**src/rtl/piradspi_cmd_arbiter.sv**
```systemverilog
// Round-robin command arbiter sharing one PiRadSPI engine between NUM_REQ sources.
// Holds the grant from command issue until transfer completion (or timeout) and routes MISO to the owner.
module piradspi_cmd_arbiter #(
  parameter int unsigned NUM_REQ        = 4,
  parameter int unsigned CMD_WIDTH      = 128,
  parameter int unsigned MISO_WIDTH     = 32,
  parameter int unsigned TIMEOUT_CYCLES = 0,
  parameter int unsigned TO_WIDTH       = 24,
  localparam int unsigned IDW           = (NUM_REQ > 1) ? $clog2(NUM_REQ) : 1
) (
  input  logic                          aclk,
  input  logic                          aresetn,
  input  logic                          enable,
  input  logic [NUM_REQ*CMD_WIDTH-1:0]  s_cmd_tdata,
  input  logic [NUM_REQ-1:0]            s_cmd_tvalid,
  output logic [NUM_REQ-1:0]            s_cmd_tready,
  output logic [CMD_WIDTH-1:0]          m_cmd_tdata,
  output logic                          m_cmd_tvalid,
  input  logic                          m_cmd_tready,
  input  logic                          xfer_done,
  input  logic [MISO_WIDTH-1:0]         s_miso_tdata,
  input  logic                          s_miso_tvalid,
  output logic                          s_miso_tready,
  output logic [MISO_WIDTH-1:0]         m_miso_tdata,
  output logic [NUM_REQ-1:0]            m_miso_tvalid,
  input  logic [NUM_REQ-1:0]            m_miso_tready,
  output logic                          grant_active,
  output logic [IDW-1:0]                grant_id,
  output logic                          timeout_err
);

  localparam logic             TO_EN   = (TIMEOUT_CYCLES != 0);
  localparam logic [TO_WIDTH-1:0] TO_LAST =
    (TIMEOUT_CYCLES == 0) ? '0 : TO_WIDTH'(TIMEOUT_CYCLES - 1);

  typedef enum logic [1:0] {
    ST_IDLE,
    ST_ISSUE,
    ST_WAIT_DONE
  } state_e;

  state_e                state_q, state_d;
  logic [IDW-1:0]        rr_ptr_q, rr_ptr_d;
  logic [IDW-1:0]        grant_id_q, grant_id_d;
  logic                  grant_active_q, grant_active_d;
  logic                  m_cmd_tvalid_q, m_cmd_tvalid_d;
  logic [CMD_WIDTH-1:0]  m_cmd_tdata_q, m_cmd_tdata_d;
  logic [TO_WIDTH-1:0]   to_cnt_q, to_cnt_d;
  logic                  timeout_err_q, timeout_err_d;

  logic                  win_found;
  logic [IDW-1:0]        win_id;
  logic [CMD_WIDTH-1:0]  cmd_sel;
  logic                  timeout_hit;
  logic                  release_grant;
  int unsigned           idx;

  // Rotating priority search starting at rr_ptr with explicit wrap at NUM_REQ.
  always_comb begin
    win_found = 1'b0;
    win_id    = '0;
    idx       = 0;
    for (int unsigned k = 0; k < NUM_REQ; k++) begin
      idx = 32'(rr_ptr_q) + k;
      if (idx >= NUM_REQ) idx = idx - NUM_REQ;
      if (!win_found && s_cmd_tvalid[IDW'(idx)]) begin
        win_found = 1'b1;
        win_id    = IDW'(idx);
      end
    end
  end

  always_comb begin
    cmd_sel = '0;
    for (int i = 0; i < int'(NUM_REQ); i++) begin
      if (IDW'(i) == win_id) cmd_sel = s_cmd_tdata[i*CMD_WIDTH +: CMD_WIDTH];
    end
  end

  assign timeout_hit   = TO_EN && (to_cnt_q == TO_LAST);
  assign release_grant = xfer_done || timeout_hit;

  // Next-state, register updates and the combinational handshake/passthrough outputs.
  always_comb begin
    state_d        = state_q;
    rr_ptr_d       = rr_ptr_q;
    grant_id_d     = grant_id_q;
    grant_active_d = grant_active_q;
    m_cmd_tvalid_d = m_cmd_tvalid_q;
    m_cmd_tdata_d  = m_cmd_tdata_q;
    to_cnt_d       = to_cnt_q;
    timeout_err_d  = 1'b0;
    s_cmd_tready   = '0;
    s_miso_tready  = 1'b0;
    m_miso_tvalid  = '0;
    m_miso_tdata   = s_miso_tdata;
    case (state_q)
      ST_IDLE: begin
        if (aresetn && enable && win_found) begin
          s_cmd_tready[win_id] = 1'b1;
          m_cmd_tdata_d        = cmd_sel;
          m_cmd_tvalid_d       = 1'b1;
          grant_id_d           = win_id;
          grant_active_d       = 1'b1;
          state_d              = ST_ISSUE;
        end
      end
      ST_ISSUE: begin
        if (m_cmd_tready) begin
          m_cmd_tvalid_d = 1'b0;
          to_cnt_d       = '0;
          state_d        = ST_WAIT_DONE;
        end
      end
      ST_WAIT_DONE: begin
        m_miso_tvalid[grant_id_q] = s_miso_tvalid;
        s_miso_tready             = m_miso_tready[grant_id_q];
        if (to_cnt_q != '1) to_cnt_d = to_cnt_q + 1'b1;
        if (release_grant) begin
          grant_active_d = 1'b0;
          rr_ptr_d       = (32'(grant_id_q) == NUM_REQ - 1) ? '0 : grant_id_q + 1'b1;
          timeout_err_d  = timeout_hit && !xfer_done;
          state_d        = ST_IDLE;
        end
      end
      default: state_d = ST_IDLE;
    endcase
  end

  always_ff @(posedge aclk or negedge aresetn) begin
    if (!aresetn) begin
      state_q        <= ST_IDLE;
      rr_ptr_q       <= '0;
      grant_id_q     <= '0;
      grant_active_q <= 1'b0;
      m_cmd_tvalid_q <= 1'b0;
      m_cmd_tdata_q  <= '0;
      to_cnt_q       <= '0;
      timeout_err_q  <= 1'b0;
    end else begin
      state_q        <= state_d;
      rr_ptr_q       <= rr_ptr_d;
      grant_id_q     <= grant_id_d;
      grant_active_q <= grant_active_d;
      m_cmd_tvalid_q <= m_cmd_tvalid_d;
      m_cmd_tdata_q  <= m_cmd_tdata_d;
      to_cnt_q       <= to_cnt_d;
      timeout_err_q  <= timeout_err_d;
    end
  end

  assign m_cmd_tdata  = m_cmd_tdata_q;
  assign m_cmd_tvalid = m_cmd_tvalid_q;
  assign grant_active = grant_active_q;
  assign grant_id     = grant_id_q;
  assign timeout_err  = timeout_err_q;

endmodule

```
**config.mk**
```make
export PLATFORM = sky130hd
export DESIGN_NAME = piradspi_cmd_arbiter
export DESIGN_NICKNAME = d
export VERILOG_FILES = /design/src/rtl/piradspi_cmd_arbiter.sv
export SDC_FILE = /design/constraint.sdc
export NUM_CORES = 1
export LEC_CHECK = 0
export ABC_CLOCK_PERIOD_IN_PS = 3000
export CORE_AREA = 5 5 283 285
export CTS_BUF_LIST = sky130_fd_sc_hd__clkbuf_8
export DETAILED_ROUTE_END_ITERATION = 8
export DIE_AREA = 0 0 288 290
export GPL_TIMING_DRIVEN = 1
export PLACE_DENSITY = 0.32
export SLEW_MARGIN = 20
export SYNTH_ARGS = -nofsm -noshare
export SYNTH_HDL_FRONTEND = slang
export SYNTH_SLANG_ARGS = --single-unit
```
**constraint.sdc**
```tcl
create_clock -name aclk -period 3 [get_ports aclk]
set_clock_uncertainty 0.1 [all_clocks]
set_input_delay 0.45 -clock aclk [delete_from_list [all_inputs] [get_ports aclk]]
set_output_delay 0.45 -clock aclk [all_outputs]
set_load 0.005 [all_outputs]
```
==> run summary <==
Status -> completed
Layout cells sized above 1 -> 8.14%
Clock Latency Late Sink -> 0.50 ns
Vias per Instance -> 3.81
Synthesized flop and latch total -> 136
Clock sinks -> 136
DRC violation count after routing -> 0
Final #Nets -> 2011
Worst Path Arrival -> 2.32 ns
Count leader, synth -> dfrtp_1
Period Utilization, post-route -> 95.6%
Drt first pass iters -> 5
CTS tree -> built
Post-DP HPWL -> 44.8 mm
Final Slew Violations -> 0
Layout area overhead -> 100%
R2R Setup Slk -> 0.52 ns
Starting DRT DRC Count -> 367
Max-Slew Margin vs Limit -> 46.5%
Seq/Total Area, Yosys -> 40.9%
Highest ir drop seen on vdd -> 0.000246 V
CP endpoint kind -> output pin
Synth top cells by count -> 136 x dfrtp_1, 134 x nor2_1, 129 x o22ai_1, 128 x mux2i_1, 109 x a221oi_1
Setup crit start kind -> input port
Dpl ws -> -0.155 ns
Pleak -> 6.16 nW
# port buffers -> 666
Initial Util -> 10.8%
WL/cell -> 22.1 um
Hold Crit Class -> flip-flop to flip-flop
Largest net degree at the start of global routing -> 115
Area fraction of the dominant cell type after synthesis -> 40.9%
Std cell rows -> 102
Ports -> 732
Asr flop ratio synth -> 100%
Die area -> 83500 sq um
Cts bufs inserted -> 17
Final hold vios -> 0
GRT busiest layer -> met2
Root buf cell -> clkbuf_8
Number of enable flip-flop cells after synthesis -> 0
Fmax -> 349 MHz
H-Tree Depth -> 4
Die W -> 288 um
Area leader, netlist -> dfrtp_1
All-Layer GR Usage -> 12.6%
RSZ-0062 raised after global routing -> false
CTS clk-pin slew, worst paths -> 0.08 ns
Placer Congestion -> 0.796
WP data required -> 2.45 ns
Clock Path Buffers -> 2
Grt total ovfl -> 0
Top FF cell, synth -> dfrtp_1
Antenna Nets Post-Route -> 0
Fin crit period -> 2.87 ns
Cell area after synthesis -> 8320 sq um
Met3 Use GR -> 5.49%
Initial antenna violation count -> 6
Placed cell area -> 16100 sq um
Max cap viols -> 0
Hold_ws -> 0.380 ns
Vias in the first global route -> 10400
Post-synthesis cell type count -> 32
M1 GR Usage -> 13.2%
Vias -> 9546
Die H -> 290 um
Slew @ Worst Pin -> 0.803 ns
Most area-consuming cells after synthesis -> dfrtp_1 41%, mux2i_1 15%, a221oi_1 11%, o22ai_1 9.7%, nor2_1 6.0%
CP Class -> input port to output pin
Syn Nets -> 1395
M2 GR Usage -> 22.7%
Setup WS post-layout -> 0.131 ns
Cell area power density -> 681 nW/um^2
Final WL -> 55.3 mm
Crit path max fanout -> 5
Core area -> 77100 sq um
Syn avg cell area -> 9.99 sq um
Setup violators final -> 0
Design area -> 16700 sq um
Cells after Synth -> 833
First-pass GRT wire length -> 76.7 mm
Ys Warns -> 0
-- worst max-delay path, stage by stage --
cell and delay (ns):
dlygate4sd3_1 0.58, buf_6 0.16, nand2_1 0.11, nor4_4 0.27
nand2_1 0.13, nor2_1 0.10, clkdlybuf4s50_1 0.51
-- metal layers --
metal | share of wire (%) | vias to the layer above
met5 | 0.074 | -
met4 | 2.3 | 6
met3 | 10 | 48
met2 | 51 | 504
met1 | 37 | 4529
li1 | - | 4459
-- stage by stage --
stage / setup TNS, ns / cells / total power [mW] / utilization [%]
finish: 0 / 2504 / 11.3 / 21.6
global route: 0 / 2503 / 12.2 / 21.6
CTS: 0 / 2501 / 11.6 / 21.6
detailed placement: -1.60 / 2466 / 9.68 / 20.9
global placement: -57.50 / 2466 / 9.69 / 20.9
floorplan: 0 / 833 / 5.84 / -
-- sequential cells by signal, indices dropped and copies added (netlist names) --
| register | flops |
|---|---|
| m_cmd_tdata | 128 |
| grant_id | 2 |
| grant_active | 1 |
| m_cmd_tvalid | 1 |
| rr_ptr_q | 2 |
| state_q | 2 |
-- area by class of cell --
class                           count  area [sq um]
Tap cell                         1040          1300
Clock buffer                       18           248
Antenna cell                        2          5.00
Fill cell                        8503         60400
Sequential cell                   136          3410
Inverter                            6          22.5
Multi-Input combinational cell    572          4280
Clock inverter                     14           173
Timing Repair Buffer              716          7220
-- worst paths after layout --
kind                       cells past startpoint    startpoint               to
max in group asynchronous                      4       aresetn  m_cmd_tdata[74]
setup / recovery                               7       aresetn  s_cmd_tready[1]
hold / removal                                 2  grant_active     grant_active
hold reg to reg                                2  grant_active     grant_active
setup reg to reg                               8   rr_ptr_q[1]  m_cmd_tdata[88]
min in group asynchronous                      3       aresetn  m_cmd_tdata[89]
-- placed cells by master (no fill, tap or decap), drive strengths merged, types with 2 or more instances in the layout --
cell | Yosys | layout
nand3 | 3 | 3
o21ai | 9 | 9
dlymetal6s2s | 0 | 3
o22ai | 129 | 129
clkdlybuf4s50 | 0 | 660
clkbuf | 56 | 18
clkinvlp | 0 | 3
nor2b | 4 | 4
nor2 | 134 | 134
dlygate4sd2 | 0 | 2
inv | 6 | 12
diode | 0 | 2
mux2i | 128 | 128
nand2b | 3 | 3
and2 | 2 | 2
clkinv | 0 | 2
bufinv | 0 | 3
a221oi | 129 | 129
buf | 63 | 50
nand2 | 8 | 8
dfrtp | 136 | 136
ha | 4 | 4
nor4 | 2 | 2
and3 | 8 | 8
-- repair_timing --
| item | in CTS | in global routing |
|---|---|---|
| resized for setup | 10 | 7 |
| cloned | 0 | 0 |
| pin swaps | 2 | 1 |
| buffers inserted | 2 | 1 |
| setup endpoints to repair | 4 | 3 |
| hold buffers | 1 | 0 |
| hold endpoints to repair | 83 | 0 |
-- where the power goes --
group	total, mW	switching [mW]	internal [mW]
logic	6.28	2.76	3.52
clock network	1.77	0.921	0.850
registers	3.30	0.587	2.71
total	11.3	4.26	7.08
-- cells by family after synthesis --
kind of cell    count (synthesis)  share of synthesized area, %
buf+inv                       125                          8.77
compound gates                271                          25.7
simple gates                  166                          8.17
flops                         136                          40.9
fa+ha+maj                       4                         0.602
other cells                     1                        0.0451
mux                           130                          15.8
(Power assumes the default switching activity.)
